File: src/rtl/target_run_seq.sv
`default_nettype none
// +----------------------------------------------------------------------------+
// | Module      : target_run_seq                                                |
// | Description : Sequences one Arm target capture run in the usb_clk domain:   |
// |               wait for MMCM lock, pulse target reset, wait for the target   |
// |               trigger, then count the cycles the trigger stays high.        |
// | Revision    : 1.0 - initial release                                         |
// +----------------------------------------------------------------------------+
module target_run_seq #(
  parameter int pCNT_WIDTH   = 32,
  parameter int pRST_WIDTH   = 16,
  parameter int pSYNC_STAGES = 2     // must be at least 2
) (
  input  logic                  usb_clk,
  input  logic                  rst,
  input  logic                  start,
  input  logic                  abort,
  input  logic [pRST_WIDTH-1:0] rst_len,
  input  logic [pCNT_WIDTH-1:0] timeout,
  input  logic                  pll_locked,
  input  logic                  trig_in,
  input  logic                  manual_reset,
  output logic                  target_reset,
  output logic                  busy,
  output logic                  done,
  output logic                  timed_out,
  output logic [pCNT_WIDTH-1:0] trig_cycles,
  output logic [2:0]            state
);

  typedef enum logic [2:0] {
    S_IDLE      = 3'd0,
    S_WAIT_LOCK = 3'd1,
    S_RESET     = 3'd2,
    S_WAIT_TRIG = 3'd3,
    S_CAPTURE   = 3'd4,
    S_DONE      = 3'd5
  } state_e;

  localparam logic [pCNT_WIDTH-1:0] C_CNT_ONE = {{(pCNT_WIDTH-1){1'b0}}, 1'b1};
  localparam logic [pRST_WIDTH-1:0] C_RST_ONE = {{(pRST_WIDTH-1){1'b0}}, 1'b1};

  state_e                  state_q, state_d;
  logic [pSYNC_STAGES-1:0] lock_sync_q, lock_sync_d;
  logic [pSYNC_STAGES-1:0] trig_sync_q, trig_sync_d;
  logic                    trig_s_q, trig_s_d;
  logic [pCNT_WIDTH-1:0]   wait_cnt_q, wait_cnt_d;
  logic [pRST_WIDTH-1:0]   rst_cnt_q, rst_cnt_d;
  logic [pCNT_WIDTH-1:0]   trig_cycles_q, trig_cycles_d;
  logic                    done_q, done_d;
  logic                    timed_out_q, timed_out_d;
  logic                    target_reset_q, target_reset_d;

  logic                    w_lock_s;
  logic                    w_trig_s;
  logic                    w_trig_rise;
  logic                    w_tmo_hit;
  logic [pRST_WIDTH-1:0]   w_rst_load;

  assign w_lock_s    = lock_sync_q[pSYNC_STAGES-1];
  assign w_trig_s    = trig_sync_q[pSYNC_STAGES-1];
  assign w_trig_rise = w_trig_s & ~trig_s_q;
  // A zero timeout never matches, so the run may wait forever.
  assign w_tmo_hit   = (timeout != '0) && (wait_cnt_q == timeout);
  // A zero reset length still yields a one-cycle target reset.
  assign w_rst_load  = (rst_len == '0) ? C_RST_ONE : rst_len;

  // Synchroniser shift chains for the two asynchronous inputs.
  always_comb begin
    lock_sync_d = {lock_sync_q[pSYNC_STAGES-2:0], pll_locked};
    trig_sync_d = {trig_sync_q[pSYNC_STAGES-2:0], trig_in};
    trig_s_d    = w_trig_s;
  end

  // Next-state, counters and sticky status flags for the run sequencer.
  always_comb begin
    state_d       = state_q;
    wait_cnt_d    = wait_cnt_q;
    rst_cnt_d     = rst_cnt_q;
    trig_cycles_d = trig_cycles_q;
    done_d        = done_q;
    timed_out_d   = timed_out_q;

    case (state_q)
      S_IDLE: begin
        // abort beats a coincident start: no run, flags untouched
        if (start && !abort) begin
          state_d       = S_WAIT_LOCK;
          done_d        = 1'b0;
          timed_out_d   = 1'b0;
          trig_cycles_d = '0;
          wait_cnt_d    = '0;
        end
      end

      S_WAIT_LOCK: begin
        wait_cnt_d = wait_cnt_q + C_CNT_ONE;
        if (abort) begin
          state_d = S_IDLE;
        end else if (w_tmo_hit) begin
          state_d     = S_DONE;
          done_d      = 1'b1;
          timed_out_d = 1'b1;
        end else if (w_lock_s) begin
          state_d   = S_RESET;
          rst_cnt_d = w_rst_load;
        end
      end

      S_RESET: begin
        // wait_cnt holds here; the reset pulse is not part of the wait
        rst_cnt_d = rst_cnt_q - C_RST_ONE;
        if (abort) begin
          state_d = S_IDLE;
        end else if (rst_cnt_q == C_RST_ONE) begin
          state_d = S_WAIT_TRIG;
        end
      end

      S_WAIT_TRIG: begin
        wait_cnt_d = wait_cnt_q + C_CNT_ONE;
        if (abort) begin
          state_d = S_IDLE;
        end else if (w_trig_rise) begin
          // the trigger wins over a coincident timeout
          state_d       = S_CAPTURE;
          trig_cycles_d = C_CNT_ONE;
        end else if (w_tmo_hit) begin
          state_d     = S_DONE;
          done_d      = 1'b1;
          timed_out_d = 1'b1;
        end
      end

      S_CAPTURE: begin
        wait_cnt_d = wait_cnt_q + C_CNT_ONE;
        if (abort) begin
          state_d = S_IDLE;
        end else if (!w_trig_s) begin
          // normal completion, even if the timeout lands on this edge
          state_d = S_DONE;
          done_d  = 1'b1;
        end else if (w_tmo_hit) begin
          state_d     = S_DONE;
          done_d      = 1'b1;
          timed_out_d = 1'b1;
        end else if (!(&trig_cycles_q)) begin
          trig_cycles_d = trig_cycles_q + C_CNT_ONE;
        end
      end

      S_DONE: begin
        state_d = S_IDLE;
      end

      default: begin
        state_d = S_IDLE;
      end
    endcase

    target_reset_d = (state_d == S_RESET) | manual_reset;
  end

  // State and datapath registers with synchronous reset.
  always_ff @(posedge usb_clk) begin
    if (rst) begin
      state_q        <= S_IDLE;
      lock_sync_q    <= '0;
      trig_sync_q    <= '0;
      trig_s_q       <= 1'b0;
      wait_cnt_q     <= '0;
      rst_cnt_q      <= '0;
      trig_cycles_q  <= '0;
      done_q         <= 1'b0;
      timed_out_q    <= 1'b0;
      target_reset_q <= 1'b0;
    end else begin
      state_q        <= state_d;
      lock_sync_q    <= lock_sync_d;
      trig_sync_q    <= trig_sync_d;
      trig_s_q       <= trig_s_d;
      wait_cnt_q     <= wait_cnt_d;
      rst_cnt_q      <= rst_cnt_d;
      trig_cycles_q  <= trig_cycles_d;
      done_q         <= done_d;
      timed_out_q    <= timed_out_d;
      target_reset_q <= target_reset_d;
    end
  end

  assign target_reset = target_reset_q;
  assign busy         = (state_q != S_IDLE) && (state_q != S_DONE);
  assign done         = done_q;
  assign timed_out    = timed_out_q;
  assign trig_cycles  = trig_cycles_q;
  assign state        = state_q;

endmodule
`default_nettype wire
File: config.mk
export PLATFORM = sky130hd
export DESIGN_NAME = target_run_seq
export DESIGN_NICKNAME = d
export VERILOG_FILES = /design/src/rtl/target_run_seq.sv
export SDC_FILE = /design/constraint.sdc
export NUM_CORES = 1
export LEC_CHECK = 0
export CAP_MARGIN = 20
export CORE_ASPECT_RATIO = 0.8
export CORE_MARGIN = 4
export CORE_UTILIZATION = 30
export CTS_BUF_LIST = sky130_fd_sc_hd__clkbuf_4
export CTS_CLUSTER_DIAMETER = 150
export DETAILED_ROUTE_END_ITERATION = 10
export GPL_ROUTABILITY_DRIVEN = 0
export GPL_TIMING_DRIVEN = 0
export PLACE_DENSITY_LB_ADDON = 0.1
export SYNTH_ARGS = -nofsm -noshare
export SYNTH_HDL_FRONTEND = slang
export SYNTH_SLANG_ARGS = --single-unit
File: constraint.sdc
create_clock -name usb_clk -period 3.05 [get_ports usb_clk]
set_clock_uncertainty 0.1 [all_clocks]
set_input_delay 0.61 -clock usb_clk [delete_from_list [all_inputs] [get_ports usb_clk]]
set_output_delay 0.61 -clock usb_clk [all_outputs]
set_load 0.005 [all_outputs]
# == Word level (Yosys, flattened, before mapping) ==
# Cells that the tools add are included.
# totals
regBits,91
wordCells,95
ram_bits,0
n_memories,0
in_bits,55
latchBits,0
output_inout_bits,39
romBits,0
# classes
n_reduce_logical,19
magnitude_cmp,0
shifts,0
bitwise,3
div,0
n_eq_ne,19
mul,0
n_addsub,3
n_mux,41
# ops
cell,n
32-bit 2-to-1 mux,7
32-bit one-hot mux with 3 select lines,1
32-bit by 1-bit adder with 32-bit output (second input constant),2
16-bit 2-to-1 mux,4
32-bit one-hot mux with 2 select lines,1
3-bit 2-to-1 mux,11
32-bit == test,1
16-bit one-hot mux with 2 select lines,1
32-bit AND reduction,1
32-bit nonzero test,1
2-bit inequality test (second input constant),11
16-bit by 1-bit == test with 1-bit output (second input constant),1
16-bit logical NOT,1
16-bit by 1-bit subtractor with 16-bit output (second input constant),1
3-bit one-hot mux with 5 select lines,1
1-bit 2-to-1 mux,13
3-bit by 2-bit == test with 1-bit output (second input constant),3
1-bit one-hot mux with 4 select lines,2
8-bit AND reduction,1
7-bit AND reduction,1
6-bit AND reduction,1
3-bit nonzero test,2
4-bit AND reduction,1
2-bit nonzero test,2
12 further kinds,14

# == Depth between registers and ports, before layout ==
# logic_depth
depth_word,8
ltp_mapped,11
depth_no_buf,7

# == Worst setup path after synthesis ==
# No wires, ideal clock.
# synth_path
path_kind,input to register
from,in abort
to,reg trig_cycles_q[13] (netlist: trig_cycles[13])
required_time_ps,2835
t_arrival_ps,2327
setup_ps,115
stages,11
n_path_buf,4
slack_ps,509
cell_sequence,clkbuf_1 -> nor2_1 -> nand3_1 -> a21oi_1 -> nand2b_1 -> buf_2 -> or2_0 -> buf_2 -> buf_2 -> o31a_1 -> o21a_1
# synth_via
elab_chain_cells,4
elab_cells_between_ends,6
classes_between,3 x eq/ne; 3 x reduce/logical
# synth_rtl
element,line,text
"start, declared",17,"input logic abort,"
1-bit logical NOT,87,if (start && !abort) begin
1-bit logical AND,87,
2-bit inequality test (no line),--,
8-bit AND reduction (no line) *,--,
"end signal, assigned",184,trig_cycles_q <= trig_cycles_d;
"end, declared",49,"logic [pCNT_WIDTH-1:0] trig_cycles_q, trig_cycles_d;"
# Every way passes the cells marked *; elsewhere a longest branch is shown, timed or not.
# A chain may end at the register's enable or synchronous reset.

# == Worst setup path in the final report ==
# layout_path
from,in timeout[7]
to,reg trig_cycles_q[13] (netlist: trig_cycles[13])
# layout_via
elab_chain_cells,4
elab_cells_between_ends,5
classes_between,2 x eq/ne; 3 x reduce/logical
# layout_rtl
element,line,text
"start, declared",19,"input logic [pCNT_WIDTH-1:0] timeout,"
32-bit == test / 32-bit nonzero test (equally long branches),64,assign w_tmo_hit = (timeout != '0) && (wait_cnt_q == timeout);
1-bit logical AND *,64,
2-bit inequality test (no line) *,--,
8-bit AND reduction (no line) *,--,
# Marks and branches as above.

==> results by group <==
Status
  • Status: complete, no violations

Setup path
  • WP data required: ~3300 ps
  • Critical Path Source: timeout[7]
  • WS Path Type: primary input to flop
  • Worst r2r src: state[1]$_SDFF_PP0_
  • WP data arrival: approximately 3200 ps
  • Worst Path Max Fanout: 10
  • Crit. End Element: flop
  • Critical Path, Cell by Cell: clkdlybuf4s50_1 > nor4_2 > nand4_1 > nor2_1 > nor4_4 > or2_0 > buf_2 > clkbuf_4 > o31a_1 > o21a_1
  • Slowest stage delay, CP: roughly 460 ps
  • CP max-delay cell: clkdlybuf4s50_1
  • Largest delay contributor family on the critical path: simple AND/OR/NAND/NOR gates
  • Startpoint types: primary input
  • Critical path buffer and inverter count: 3

Timing
  • Rel. slew slack: 41.11%
  • Hold Fails Final Rpt: 0
  • RSZ-0062 raised after global routing: false
  • Max Transition Viols Final: 0
  • Worst Max-Slew Pin Slew: a little under 900 ps
  • Worst Hold Slack: ~360 ps
  • Crit share post-route: 95.67%
  • Final setup viols: 0
  • F_max: 342.7 MHz
  • Post-layout minimum cycle time: around 2900 ps

Power and ir drop
  • Gate power share: a little over a tenth
  • Sw Share: 26.73%
  • Pwr Total: around 2.0 mW
  • Clock group share of total power: between 20% and 30%
  • Int Power: between 1 and 1.5 mW
  • Static Leak: between 2 and 2.5 nW
  • Reg power frac: 59.8%
  • Cell area power density: between 300 and 400 mW/mm²
  • VDD IR-drop max: about 0.00015 V
  • Sw Pwr: roughly 0.54 mW

Logic synthesis
  • Top cells by area, synth: dfxtp_1 37%, xor2_1 7.5%, nor2_1 6.1%, xnor2_1 4.8%, a21oi_1 4.0%
  • Post-synth EDFFs: 0
  • Post-Synthesis Cells: between 600 and 700
  • Top_reg_cell synth: dfxtp_1
  • Register area share after synthesis: between 30% and 40%
  • Mapped Nets: 671
  • Post-Syn Area per Cell: ~8.0 µm²
  • Largest area contributor in the netlist: dfxtp_1
  • Synth Register Bits: 91
  • Warnings from Yosys: 0
  • Mapped cell area: 0.004883 mm²
  • Synth unique cells: 53
  • Synth top area share: a little under two fifths
  • Ys async rst share: 0%

Detailed routing
  • Routed WL: between 10 and 15 mm
  • Via Count: about 4900
  • Met1 WL: roughly 7.4 mm
  • Number of remaining DRC errors: 0
  • Top Layer Used: met4
  • First drt pass iteration count: 4
  • Vias/cell: 5.148
  • Initial DRC Count: 331
  • DR WL/cell: about 16 µm
  • WL met3: about 840 µm
  • DR WL met2: between 6 and 7 mm
  • Post-DRT Antenna Nets: 0

Placed design
  • Dpl cell area: 0.006073 mm²
  • Detailed Place HPWL: ~11 mm
  • Inst Count DP: a little over 900
  • Port bufs: between 90 and 100

Layout
  • Commonest non-fill, non-tap cell in the layout: clkdlybuf4s50_1
  • Non-filler cells, final: between 900 and 1000
  • Final instance area: between 0.006 and 0.007 mm²
  • Fillcell total: between 1500 and 2000
  • Area Growth Syn to Fin: 28.64%
  • Most frequent cells in the layout: 92 x clkdlybuf4s50_1, 90 x dfxtp_1, 80 x nor2_1
  • Share of post-route cells with drive strength above 1: 6.740%
  • Final core utilization: around 40%
  • Total Nets Final: a little under 800

Die
  • Width of the die: roughly 150 µm
  • Die Ht: roughly 120 µm
  • Starting density of the core: approximately 31%
  • FP Rows: 41
  • Core Region: about 0.016 mm²
  • Die ar.: 0.01840 mm²
  • I/O Pins: 94

GRT
  • Total GRT Usage: between 15 and 20%
  • Grt ovf: 0
  • Global-route wire length before repair: 23.63 mm
  • Antenna violations before repair: 1
  • Pin count of the biggest net entering global routing: 14
  • Vias in the first global route: roughly 4600

Clocking
  • CTS max path bufs: 2
  • CTS tree: done
  • Worst-path clk slew: between 100 and 150 ps
  • CTS Buf Count: 9
  • Worst-Skew Late Latency: between 400 and 500 ps
  • CTS H-tree depth: 3
  • CTS hold repair buffers: 0
  • Root Buffer: clkbuf_4
  • Total clock sinks: between 90 and 100

Hold path
  • Hold_sp: lock_sync_q[0]$_SDFF_PP0_
  • HP Class: flop to flop

Job
  • Max cap viols: 0
==> through the flow <==
step | TNS (ps) | setup WS, ps
floorplan | 0 | 508.9
global placement | -27520 | -671.9
detailed placement | -28160 | -648.1
CTS | 0 | 20.36
global route | 0 | 30.84
finish | 0 | 132.0
==> timing repair <==
item                                    in CTS  in global routing
hold endpoints to repair                     0                  0
pin swaps                                    1                  5
endpoints found under the setup margin      32                 40
gates cloned                                 0                  0
buffers inserted                             1                  6
gates resized for setup                      4                  9
==> worst paths after layout <==
| kind | to | slack (ps) | cells past startpoint |
|---|---|---|---|
| worst min register to register | lock_sync_q[1]$_SDFF_PP0_ | 360 | 1 |
| worst min-delay path | lock_sync_q[1]$_SDFF_PP0_ | 360 | 1 |
| worst max register to register | trig_cycles[13]$_SDFFE_PP0P_ | 290 | 11 |
| worst max-delay path | trig_cycles[13]$_SDFFE_PP0P_ | 130 | 10 |
==> power by group through the flow <==
| stage | clock network (mW) | registers, mW | logic (mW) |
|---|---|---|---|
| 6_report | 0.591 | 1.21 | 0.222 |
| 3_3_place_gp | 0 | 1.24 | 0.220 |
| 3_5_place_dp | 0 | 1.24 | 0.220 |
| 4_1_cts | 0.620 | 1.21 | 0.222 |
| 5_1_grt | 0.660 | 1.21 | 0.243 |
| 2_1_floorplan | 0 | 1.23 | 0.0916 |
==> routing by layer <==
metal	vias to the layer above	GRT usage (%)
met5	-	0
met4	0	3.794
met3	10	4.611
met2	103	24.42
met1	2327	23.13
li1	2420	-
==> worst register-to-register path, delay by kind of cell (launching register included) <==
family                 cells  cell delay (ps)
AO/OA/AOI/OAI              3              790
buffers and inverters      4              700
flip-flops                 1              340
AND/OR/NAND/NOR            4              760
==> final cells by class <==
class / instances / area [µm²] / area share (%)
Sequential cell: 91 / 1823 / 29.02
Clock inverter: 5 / 20.02 / 0.3187
Inverter: 14 / 52.55 / 0.8365
Timing Repair Buffer: 99 / 973.4 / 15.49
Antenna cell: 2 / 5.005 / 0.07967
Clock buffer: 11 / 82.58 / 1.314
Multi-Input combinational cell: 479 / 2937 / 46.74
Tap cell: 215 / 269.0 / 4.282
Buffer: 28 / 120.1 / 1.912
==> flip-flops by register name, summed over array words and instances (netlist names) <==
signal        count
trig_sync_q       2
timed_out         1
trig_cycles      32
trig_s_q          1
rst_cnt_q        16
done              1
target_reset      1
wait_cnt_q       32
state             3
lock_sync_q       2
==> Yosys cell counts (all sizes together) (3+ instances only) <==
library cell / instances
a21oi: 39
and2: 5
a211oi: 4
xor2: 42
o311ai: 4
inv: 14
or3: 19
nand3: 24
or4: 4
nand2: 51
or2: 6
a31o: 4
nor4: 31
nor3b: 3
nor2: 80
o21ai: 20
nand4: 19
a41o: 4
o21a: 3
ha: 4
xnor2: 27
nand2b: 6
nor3: 25
and4: 8
buf: 8
clkbuf: 20
a2111oi: 4
and3: 7
a31oi: 10
nor2b: 8
dfxtp: 91
==> cells by family (layout without fill, tap and decap cells) <==
family | Yosys count | in the layout | share of synthesized area, %
other cells | 0 | 2 | 0
buf+inv | 42 | 157 | 3.407
simple gates | 302 | 302 | 32.46
fa+ha+maj | 4 | 4 | 1.025
compound gates | 104 | 104 | 13.43
flops | 91 | 91 | 37.30
xor+xnor | 69 | 69 | 12.38
(Power assumes the default switching activity.)
